$ cat config.mk
export PLATFORM = sky130hd
export DESIGN_NAME = rpn_display_flat
export DESIGN_NICKNAME = d
export VERILOG_FILES = /design/src/rtl/rpn_display_if.sv /design/src/rtl/rpn_display.sv /design/src/flat_wrapper.sv
export SDC_FILE = /design/constraint.sdc
export NUM_CORES = 1
export LEC_CHECK = 0
export CAP_MARGIN = 5
export CORE_AREA = 2 2 93 95
export DETAILED_ROUTE_END_ITERATION = 10
export DIE_AREA = 0 0 95 97
export HOLD_SLACK_MARGIN = 0.05
export PLACE_DENSITY_LB_ADDON = 0.2
export SYNTH_ARGS = -nofsm -noshare
export SYNTH_HDL_FRONTEND = slang
export SYNTH_SLANG_ARGS = --single-unit
$ cat constraint.sdc
create_clock -name CLOCK_50 -period 2.9 [get_ports CLOCK_50]
set_clock_uncertainty 0.1 [all_clocks]
set_input_delay 0.58 -clock CLOCK_50 [delete_from_list [all_inputs] [get_ports CLOCK_50]]
set_output_delay 0.58 -clock CLOCK_50 [all_outputs]
set_load 0.01 [all_outputs]
$ cat src/rtl/rpn_display_if.sv
`default_nettype none
// ============================================================================
//  Module      : rpn_display_if
//  Description : Bundle between the calculator core and the RPN result
//                display. The master side issues single-cycle load requests
//                (value, signed_mode, err) and observes busy/done plus the
//                six active-low seven-segment patterns.
//                  load        - single-cycle request to display value
//                  value[7:0]  - stack-top byte
//                  signed_mode - show value as two's complement
//                  err         - show error text instead of a number
//                  busy        - conversion in progress
//                  done        - one-cycle pulse when HEX outputs update
//                  HEX0..HEX5  - active-low segments, bit0=a .. bit6=g
//  Revision    : 1.0 - initial release
// ============================================================================
interface rpn_display_if;
    logic       load;
    logic [7:0] value;
    logic       signed_mode;
    logic       err;
    logic       busy;
    logic       done;
    logic [6:0] HEX0;
    logic [6:0] HEX1;
    logic [6:0] HEX2;
    logic [6:0] HEX3;
    logic [6:0] HEX4;
    logic [6:0] HEX5;

    modport master (
        output load, value, signed_mode, err,
        input  busy, done, HEX0, HEX1, HEX2, HEX3, HEX4, HEX5
    );

    modport slave (
        input  load, value, signed_mode, err,
        output busy, done, HEX0, HEX1, HEX2, HEX3, HEX4, HEX5
    );
endinterface
`default_nettype wire

$ cat src/rtl/rpn_display.sv
`default_nettype none
// ============================================================================
//  Module      : rpn_display
//  Description : Converts an 8-bit calculator result to decimal with a
//                sequential shift-add-3 (double dabble) converter, one bit
//                per cycle, and drives six active-low seven-segment digits.
//                Supports unsigned / two's complement display, an error
//                banner ("Err"), optional leading-zero blanking and a
//                one-deep pending request slot for loads arriving while busy.
//  Ports       : CLOCK_50 - system clock, rising edge
//                KEY1     - asynchronous active-low reset
//                bus      - rpn_display_if.slave (load/value/signed_mode/err
//                           in; busy/done/HEX0..HEX5 out)
//  Revision    : 1.0 - initial release
// ============================================================================
module rpn_display #(
    parameter int BLANK_LZ = 1
) (
    input  wire logic    CLOCK_50,
    input  wire logic    KEY1,
    rpn_display_if.slave bus
);

    typedef enum logic [1:0] {
        IDLE = 2'd0,
        CONV = 2'd1,
        SHOW = 2'd2
    } state_t;

    localparam logic       c_blank_lz  = (BLANK_LZ != 0);
    localparam logic [6:0] c_seg_blank = 7'h7F;
    localparam logic [6:0] c_seg_minus = 7'h3F;
    localparam logic [6:0] c_seg_e     = 7'h06;
    localparam logic [6:0] c_seg_r     = 7'h2F;
    localparam logic [6:0] c_seg_zero  = 7'h40;
    localparam logic [2:0] c_last_iter = 3'd7;

    function automatic logic [6:0] seg7(input logic [3:0] d);
        logic [6:0] s;
        case (d)
            4'd0:    s = 7'h40;
            4'd1:    s = 7'h79;
            4'd2:    s = 7'h24;
            4'd3:    s = 7'h30;
            4'd4:    s = 7'h19;
            4'd5:    s = 7'h12;
            4'd6:    s = 7'h02;
            4'd7:    s = 7'h78;
            4'd8:    s = 7'h00;
            4'd9:    s = 7'h10;
            default: s = 7'h7F;
        endcase
        return s;
    endfunction

    // ------------------------------------------------------------------
    // State and datapath registers
    // ------------------------------------------------------------------
    state_t      r_state;
    state_t      w_state_next;
    logic [2:0]  r_cnt;
    logic [19:0] r_shift;          // {hundreds, tens, ones, magnitude}
    logic        r_neg;
    logic        r_err;
    logic        r_pend_valid;
    logic [7:0]  r_pend_value;
    logic        r_pend_signed;
    logic        r_pend_err;
    logic [6:0]  r_hex0;
    logic [6:0]  r_hex1;
    logic [6:0]  r_hex2;
    logic [6:0]  r_hex3;
    logic        r_done;

    logic        w_start;
    logic [7:0]  w_src_value;
    logic        w_src_signed;
    logic        w_src_err;
    logic        w_src_neg;
    logic [7:0]  w_mag;
    logic [11:0] w_bcd_adj;
    logic [19:0] w_shift_next;
    logic [3:0]  w_ones;
    logic [3:0]  w_tens;
    logic [3:0]  w_hund;
    logic        w_blank_hund;
    logic        w_blank_tens;
    logic [6:0]  w_hex0_next;
    logic [6:0]  w_hex1_next;
    logic [6:0]  w_hex2_next;
    logic [6:0]  w_hex3_next;

    // ------------------------------------------------------------------
    // Next-state logic. A new conversion starts either from IDLE on a
    // load, or straight out of SHOW when a request is waiting. A load
    // seen during SHOW is the newest request, so it wins over the slot.
    // ------------------------------------------------------------------
    always_comb begin
        w_state_next = r_state;
        w_start      = 1'b0;
        w_src_value  = bus.value;
        w_src_signed = bus.signed_mode;
        w_src_err    = bus.err;
        case (r_state)
            IDLE: begin
                if (bus.load) begin
                    w_start      = 1'b1;
                    w_state_next = CONV;
                end
            end
            CONV: begin
                if (r_cnt == c_last_iter) begin
                    w_state_next = SHOW;
                end
            end
            SHOW: begin
                if (bus.load) begin
                    w_start      = 1'b1;
                    w_state_next = CONV;
                end else if (r_pend_valid) begin
                    w_start      = 1'b1;
                    w_src_value  = r_pend_value;
                    w_src_signed = r_pend_signed;
                    w_src_err    = r_pend_err;
                    w_state_next = CONV;
                end else begin
                    w_state_next = IDLE;
                end
            end
            default: begin
                w_state_next = IDLE;
            end
        endcase
    end

    always_ff @(posedge CLOCK_50 or negedge KEY1) begin
        if (!KEY1) begin
            r_state <= IDLE;
        end else begin
            r_state <= w_state_next;
        end
    end

    // Magnitude: negative signed values are converted as their absolute
    // value in 8 bits, so 0x80 yields 128.
    assign w_src_neg = w_src_signed & w_src_value[7];
    assign w_mag     = w_src_neg ? (~w_src_value + 8'd1) : w_src_value;

    // Add 3 to every BCD nibble >= 5 before the shift, so the nibble
    // carries correctly into the next decade after doubling.
    for (genvar i = 0; i < 3; i++) begin : g_add3
        logic [3:0] w_nib;
        assign w_nib                = r_shift[8 + 4*i +: 4];
        assign w_bcd_adj[4*i +: 4]  = (w_nib >= 4'd5) ? (w_nib + 4'd3) : w_nib;
    end

    assign w_shift_next = {w_bcd_adj[10:0], r_shift[7:0], 1'b0};

    // ------------------------------------------------------------------
    // Display encoding from the finished BCD value
    // ------------------------------------------------------------------
    assign w_ones       = r_shift[11:8];
    assign w_tens       = r_shift[15:12];
    assign w_hund       = r_shift[19:16];
    assign w_blank_hund = c_blank_lz && (w_hund == 4'd0);
    assign w_blank_tens = w_blank_hund && (w_tens == 4'd0);

    always_comb begin
        w_hex0_next = seg7(w_ones);
        w_hex1_next = w_blank_tens ? c_seg_blank : seg7(w_tens);
        w_hex2_next = w_blank_hund ? c_seg_blank : seg7(w_hund);
        w_hex3_next = r_neg ? c_seg_minus : c_seg_blank;
        if (r_err) begin
            w_hex2_next = c_seg_e;
            w_hex1_next = c_seg_r;
            w_hex0_next = c_seg_r;
            w_hex3_next = c_seg_blank;
        end
    end

    // ------------------------------------------------------------------
    // Datapath, pending slot and display registers. The display registers
    // and done are written on the edge that closes the SHOW cycle; done
    // therefore marks exactly the cycle in which the new pattern appears.
    // ------------------------------------------------------------------
    always_ff @(posedge CLOCK_50 or negedge KEY1) begin
        if (!KEY1) begin
            r_cnt         <= 3'd0;
            r_shift       <= 20'd0;
            r_neg         <= 1'b0;
            r_err         <= 1'b0;
            r_pend_valid  <= 1'b0;
            r_pend_value  <= 8'd0;
            r_pend_signed <= 1'b0;
            r_pend_err    <= 1'b0;
            r_hex0        <= c_seg_zero;
            r_hex1        <= c_seg_blank;
            r_hex2        <= c_seg_blank;
            r_hex3        <= c_seg_blank;
            r_done        <= 1'b0;
        end else begin
            r_done <= (r_state == SHOW);

            if (w_start) begin
                r_shift <= {12'd0, w_mag};
                r_cnt   <= 3'd0;
                r_neg   <= w_src_neg & ~w_src_err;
                r_err   <= w_src_err;
            end else if (r_state == CONV) begin
                r_shift <= w_shift_next;
                r_cnt   <= r_cnt + 3'd1;
            end

            // Only the newest request survives while a conversion runs;
            // leaving SHOW always consumes whatever was waiting.
            if ((r_state == CONV) && bus.load) begin
                r_pend_valid  <= 1'b1;
                r_pend_value  <= bus.value;
                r_pend_signed <= bus.signed_mode;
                r_pend_err    <= bus.err;
            end else if (r_state == SHOW) begin
                r_pend_valid  <= 1'b0;
            end

            if (r_state == SHOW) begin
                r_hex0 <= w_hex0_next;
                r_hex1 <= w_hex1_next;
                r_hex2 <= w_hex2_next;
                r_hex3 <= w_hex3_next;
            end
        end
    end

    assign bus.busy = (r_state != IDLE);
    assign bus.done = r_done;
    assign bus.HEX0 = r_hex0;
    assign bus.HEX1 = r_hex1;
    assign bus.HEX2 = r_hex2;
    assign bus.HEX3 = r_hex3;
    assign bus.HEX4 = c_seg_blank;
    assign bus.HEX5 = c_seg_blank;

endmodule
`default_nettype wire

$ cat src/flat_wrapper.sv
// flat-port wrapper written by rule: the top's interface ports become plain ports
module rpn_display_flat 
#(
    parameter int BLANK_LZ = 1
)
  (CLOCK_50, KEY1, bus_load, bus_value, bus_signed_mode, bus_err, bus_busy, bus_done, bus_HEX0, bus_HEX1, bus_HEX2, bus_HEX3, bus_HEX4, bus_HEX5);
  rpn_display_if bus_i ();
  input  wire logic CLOCK_50;
  input  wire logic KEY1;
  input wire logic [$bits(bus_i.load)-1:0] bus_load;
  input wire logic [$bits(bus_i.value)-1:0] bus_value;
  input wire logic [$bits(bus_i.signed_mode)-1:0] bus_signed_mode;
  input wire logic [$bits(bus_i.err)-1:0] bus_err;
  output wire logic [$bits(bus_i.busy)-1:0] bus_busy;
  output wire logic [$bits(bus_i.done)-1:0] bus_done;
  output wire logic [$bits(bus_i.HEX0)-1:0] bus_HEX0;
  output wire logic [$bits(bus_i.HEX1)-1:0] bus_HEX1;
  output wire logic [$bits(bus_i.HEX2)-1:0] bus_HEX2;
  output wire logic [$bits(bus_i.HEX3)-1:0] bus_HEX3;
  output wire logic [$bits(bus_i.HEX4)-1:0] bus_HEX4;
  output wire logic [$bits(bus_i.HEX5)-1:0] bus_HEX5;
  assign bus_i.load = bus_load;
  assign bus_i.value = bus_value;
  assign bus_i.signed_mode = bus_signed_mode;
  assign bus_i.err = bus_err;
  assign bus_busy = bus_i.busy;
  assign bus_done = bus_i.done;
  assign bus_HEX0 = bus_i.HEX0;
  assign bus_HEX1 = bus_i.HEX1;
  assign bus_HEX2 = bus_i.HEX2;
  assign bus_HEX3 = bus_i.HEX3;
  assign bus_HEX4 = bus_i.HEX4;
  assign bus_HEX5 = bus_i.HEX5;
  rpn_display #(.BLANK_LZ(BLANK_LZ)) u_core (.CLOCK_50(CLOCK_50), .KEY1(KEY1), .bus(bus_i));
endmodule
==> results of run 1 <==
## power breakdown
group          total (W)  switching [W]  internal, W
Sequential       0.00174       0.000430      0.00131
Combinational    0.00207        0.00103      0.00104
Clock           0.000634       0.000327     0.000307
## worst max-delay path, delay by kind of cell
kind	cells	cell delay [ns]
multiplexers	1	0.26
buffers and inverters	1	0.42
AND/OR/NAND/NOR	3	0.82
XOR/XNOR	1	0.11
adder cells (fa/ha/maj)	1	0.20
AO/OA/AOI/OAI	2	0.25
## registers in the layout, indices dropped and copies added (netlist names)
signal                flops
u_core.r_state            2
u_core.r_neg              1
u_core.r_pend_err         1
u_core.bus.HEX0           7
u_core.r_pend_value       8
u_core.r_pend_valid       1
u_core.r_shift           20
u_core.r_cnt              3
u_core.bus.HEX3           1
u_core.r_pend_signed      1
u_core.r_err              1
u_core.bus.done           1
u_core.bus.HEX1           7
u_core.bus.HEX2           7
## path summary, 6_finish.rpt
check                                     end  slack, ns  cells after the start
max reg2reg                 u_core.r_shift[6]       0.57                      8
min                        u_core.bus.HEX2[6]       0.22                      1
min reg2reg                u_core.bus.HEX3[6]       0.33                      1
max in group asynchronous   u_core.r_shift[6]       2.03                      2
min in group CLOCK_50      u_core.bus.HEX3[6]       0.33                      1
max                         u_core.r_shift[6]       0.38                      9
## layout make-up
cell class,instances,area [µm²]
inverters,15,56.3
clock buffers,13,139
clock inverters,3,15.0
fillers,811,3940
repair buffers,50,460
well taps,105,131
flip-flops and latches,61,1550
multi-input cells,292,1850
## metrics by stage
| stage | instances | setup WS, ns | cell area (µm²) | util (%) |
|---|---|---|---|---|
| after floorplan | 405 | 0.333 | 3680 | - |
| after global placement | 523 | 0.0751 | 4040 | 49.7 |
| after detailed placement | 523 | 0.0132 | 4040 | 49.7 |
| after CTS | 539 | 0.374 | 4190 | 51.6 |
| after global routing | 539 | 0.165 | 4190 | 51.6 |
| final | 539 | 0.379 | 4190 | 51.6 |
## cell usage after synthesis, types with 3 or more instances
cell      number  area, µm²
nor2_1        32        120
o21ai_0       34        170
dfstp_2       16        420
buf_2          7       35.0
xor2_1         7       61.3
or2_2          3       18.8
nand3_1        3       15.0
dfrtp_1       45       1130
inv_1         15       56.3
nor3b_1        5       37.5
mux2_2        10        113
buf_4         20        150
nand2_1       46        173
clkbuf_1       8       30.0
o31ai_1        5       37.5
o211ai_1       3       22.5
xnor2_1        4       35.0
a21oi_1       29        145
mux2i_1        9       90.1
a211oi_1       3       22.5
nand2b_1       5       31.3
a22oi_1        3       22.5
nor3_1         6       30.0
ha_1          22        275
a22o_1         6       52.6
o22a_1         9       78.8
## per-layer routing
metal	GRT usage (%)	up-vias	routed length, µm
met1	23.9	1317	3620
met3	3.50	14	281
met5	0	-	0
met4	8.03	0	164
li1	-	1391	-
met2	26.0	59	3380
## logic make-up after synthesis
family	share of synthesized area, %
multiplexers	5.62
XOR/XNOR	2.67
buffers and inverters	7.94
other	0.104
AND/OR/NAND/NOR	14.7
adder cells (fa/ha/maj)	7.63
flip-flops	42.9
AO/OA/AOI/OAI	18.5
==> metrics.yaml, run 1 <==
result_of_the_run: "finished clean"
p_total_w: 0.00445
worst_skew_pair.late_latency_ns: 0.34
initial_antenna_violation_count: 0
timing.final.crit_period_ns: 2.52
post_synth_num_cell_types: 51
grt.overflow.total: 0
synth_warnings: 0
r2r-start: "u_core.r_state[0]"
ios: 57
synth_sequential_area_ratio_pct: 42.9
vias_in_the_first_global_route: 2666
tns_ns: 0
antenna_diodes: 0
largest_stage_delay_on_the_critical_path_ns: 0.42
drtAntennaViolNets: 0
commonest_cells_after_routing_fill_and_taps_aside: "46 x nand2_1, 45 x dfrtp_1, 35 x clkdlybuf4s50_1"
ys_ff_latch: 61
syn-cell-area_um2: 3610
layout.cells.most_common: "nand2_1"
path_clk_slew_ns: 0.07
setup_viol: 0
hold_violations: 0
track_usage_pct: 17.4
post-cts-setup-buffer-count: 0
fmax_mhz: 397
cts.root.buffer_cell: "clkbuf_8"
clock_tree.buffer_depth: 2
postSynth.topFlopCell: "dfrtp_1"
drt-initial-drc-count: 117
final-max-slew-violation-count: 0
hp-class: "input pin to async pin"
crit_start: "bus_load"
asyncSetResetFlopFracSynth_pct: 100
routed_wire_length_per_instance_um: 13.8
fp-row-count: 33
die_x_um: 95
detail_route.first_pass.iterations: 4
route.detailed.vias_per_inst: 5.16
grt_start_max_net_pins: 33
maxCapViolCount: 0
grt_setup_unrepaired: "false"
finalNetCount: 464
number_of_remaining_drc_errors: 0
tritoncts: "yes"
hold-worst-slack_ns: 0.219
io_buffers: 36
post_synth.cell_area_avg_um2: 9.35
slew_headroom_pct: 63.4
finalWeightedCongestion: 0.869
drt-total-wl_um: 7450
post_route_cells_drive_above_1_share_pct: 13.4
timing.final.crit_share_pct: 86.9
dieArea_um2: 9220
numCtsBuffers: 9
power.static_leakage_nw: 1.82
number_of_cells_upsized_or_downsized_after_cts: 0
synth_enable_flop_cells: 0
worstPathRequired_ns: 3.02
tightestPinTransition_ns: 0.547
critical_path_data_arrival_time_ns: 2.64
dp_hpwl_um: 5400
cp_cell_sequence: "clkdlybuf4s50_1 -> and4bb_1 -> mux2i_1 -> ha_1 -> nor3b_1 -> nor3b_1 -> o22a_1 -> xnor2_1 -> a21oi_1"
die_height_um: 97
crit_path_start_kind: "input pin"
vdd_ir_drop_max_v: 0.000594
core_area_um2: 8130
post_synthesis_instance_total: 386
area_growth_pct: 16.3
power.density_nw_per_um2: 1060
routed-via-count: 2781
initial_util_pct: 44.3
clock-sinks: 61
critical_path.most_common_cell: "nor3b_1"
critPathKind: "input pin to flop"
critical_path.max_fanout: 4
setup.worst_path.end_class: "flop"
cts-htree-levels: 3
post_cts_hold_buffer_count: 0
cell_with_the_largest_stage_delay_on_the_worst_path: "clkdlybuf4s50_1"
first_pass_grt_wire_length_um: 12700
(Power assumes the default switching activity.)
==> inputs of run 2 (changes only) <==
Settings changed: CTS_CLUSTER_SIZE set to 16.
==> results of run 2 <==
Final layout, timing and power as in run 1 (identical DEF).
==> inputs of run 3 (changes only) <==
Settings changed: CORE_AREA 2 2 93 95 to 2 2 88 90, DIE_AREA 0 0 95 97 to 0 0 90 92.
==> metrics.yaml, run 3 (synthesis results as in run 1) <==
layout.cells.most_common: "nand2_1"
die_height_um: 92  # -5.2%
routed-via-count: 2835  # +1.9%
path_delay_family: "simple AND/OR/NAND/NOR gates"
timing.final.crit_share_pct: 87.8  # +0.83 points
worstPathRequired_ns: 3.03  # about the same
grt_start_max_net_pins: 29  # -12%
post-cts-setup-buffer-count: 0  # unchanged
crit_start: "bus_load"
setup_viol: 0  # unchanged
hold_violations: 0  # unchanged
worstSetupPathDepth: 9  # unchanged
clock_tree.buffer_depth: 2  # unchanged
number_of_remaining_drc_errors: 0  # unchanged
crit_path_start_kind: "input pin"
tightestPinTransition_ns: 0.578  # +0.0315 ns
cts.root.buffer_cell: "clkbuf_8"
area_growth_pct: 16.6
detail_route.first_pass.iterations: 4  # unchanged
critical_path_data_arrival_time_ns: 2.68  # +0.04 ns
number_of_cells_upsized_or_downsized_after_cts: 0  # unchanged
fmax_mhz: 393  # -0.94%
cts-htree-levels: 3  # unchanged
first_pass_grt_wire_length_um: 12800  # +0.54%
setup.worst_path.end_class: "flop"
worstReg2RegEnd: "u_core.r_shift[6]"
dieArea_um2: 8280  # -10%
critical_path.max_fanout: 4  # unchanged
path_clk_slew_ns: 0.07  # about the same
vias_in_the_first_global_route: 2700  # +1.3%
p_total_w: 0.00457  # +2.8%
fp-row-count: 32  # -3.0%
setup.reg_to_reg.worst_slack_ns: 0.58  # about the same
drtAntennaViolNets: 0  # unchanged
drt-total-wl_um: 7490  # +0.60%
cp_cell_sequence: "clkdlybuf4s50_1 -> and4bb_1 -> mux2i_1 -> ha_1 -> nor3b_1 -> nor3b_1 -> o22a_1 -> xnor2_1 -> a21oi_1"
grt.overflow.total: 0  # unchanged
die_x_um: 90  # -5.3%
initial_util_pct: 48.4  # +4.1 points
fin_cells: 533  # -1.1%
largest_register: "u_core.r_shift"
post_cts_hold_buffer_count: 0  # unchanged
worstRegToRegCells: 8  # unchanged
worst_skew_pair.late_latency_ns: 0.34  # about the same
core_area_um2: 7450  # -8.4%
track_usage_pct: 19.3  # +1.9 points
routed_wire_length_per_instance_um: 14.1  # +1.7%
critical_path.most_common_cell: "nor3b_1"
numCtsBuffers: 9  # unchanged
ios: 57  # unchanged
slew_headroom_pct: 61.4  # -2.0 points
r2r-start: "u_core.r_state[0]"
power.static_leakage_nw: 1.82  # about the same
post_route_cells_drive_above_1_share_pct: 13.2  # -0.14 points
dp_hpwl_um: 5490  # +1.7%
io_buffers: 36  # unchanged
maxCapViolCount: 0  # unchanged
drt-initial-drc-count: 86  # -26%
largest_registers: "u_core.r_shift: 20 flops, u_core.r_pend_value: 8 flops"
timing.final.crit_period_ns: 2.55  # +0.0239 ns
largest_stage_delay_on_the_critical_path_ns: 0.42  # about the same
result_of_the_run: "finished clean"
power.density_nw_per_um2: 1090  # +2.5%
numPlacedInstances: 517  # -1.1%
vdd_ir_drop_max_v: 0.000524  # -12%
route.detailed.vias_per_inst: 5.32  # +3.1%
finalWeightedCongestion: 0.937  # +7.9%
finalNetCount: 461  # -0.65%
critPathKind: "input pin to flop"
cell_with_the_largest_stage_delay_on_the_worst_path: "clkdlybuf4s50_1"
clock-sinks: 61  # unchanged
final-max-slew-violation-count: 0  # unchanged
worst_setup_ep: "u_core.r_shift[6]"
initial_antenna_violation_count: 0  # unchanged
tritoncts: "yes"
worst-path-buf-inv: 1  # unchanged
antenna_diodes: 0  # unchanged
commonest_cells_after_routing_fill_and_taps_aside: "46 x nand2_1, 45 x dfrtp_1, 35 x clkdlybuf4s50_1"
hp-class: "input pin to async pin"
grt_setup_unrepaired: "false"
largest_reg_flops: 20  # unchanged
==> run 3: changes by cell type in the layout (fill, tap and decap cells not counted) <==
cell	previous run	this run
buf_4	14	11
bufinv_16	0	1
clkbuf_1	4	2
clkbuf_8	9	10
clkinv_2	3	2
clkinvlp_4	0	1
==> run 3: power breakdown <==
part	internal [W]	total (W)	switching, W
Combinational	0.00103	0.00208	0.00105
Sequential	0.00131	0.00175	0.000434
Clock	0.000418	0.000752	0.000334
==> run 3: cell type report <==
class,count,area [µm²]
repair buffers,47,438
clock buffers,12,145
well taps,102,128
multi-input cells,292,1850
fillers,710,3240
flip-flops and latches,61,1550
inverters,15,56.3
clock inverters,4,47.5
==> run 3: routing by layer <==
layer / share of wire [%] / GRT usage [%]
met5: 0 / 0
met4: 1.3 / 8.72
met3: 3.3 / 3.45
met2: 49 / 31.1
met1: 47 / 25.4
==> run 3: worst min path at each step <==
| stage | startpoint | slack [ns] | endpoint |
|---|---|---|---|
| 6_report | KEY1 | 0.14 | u_core.r_shift[19] |
| 5_1_grt | KEY1 | 0.18 | u_core.r_shift[19] |
| 4_1_cts | KEY1 | 0.15 | u_core.r_shift[19] |
| 3_5_place_dp | u_core.bus.HEX2[2] | 0.36 | u_core.bus.HEX2[2] |
| 3_3_place_gp | u_core.bus.HEX2[2] | 0.35 | u_core.bus.HEX2[2] |
| 2_1_floorplan | KEY1 | 0.18 | u_core.bus.HEX0[0] |
==> run 3: per-stage QoR <==
step	setup slack, ns	utilization [%]	hold WS (ns)	cell area (µm²)	TNS, ns
2_1_floorplan	0.333	-	0.184	3680	0
3_5_place_dp	-0.00788	53.9	0.359	4010	-0.00788
3_3_place_gp	0.0982	53.9	0.347	4010	0
6_report	0.355	56.5	0.137	4210	0
5_1_grt	0.176	56.5	0.179	4210	0
4_1_cts	0.352	56.5	0.145	4210	0
==> run 3: worst register-to-register path, delay by kind of cell, from the launching register on <==
kind / cells / cell delay [ns]
AO/OA/AOI/OAI: 2 / 0.26
adder cells (fa/ha/maj): 1 / 0.20
XOR/XNOR: 1 / 0.11
flip-flops: 1 / 0.44
multiplexers: 1 / 0.25
AND/OR/NAND/NOR: 3 / 0.88
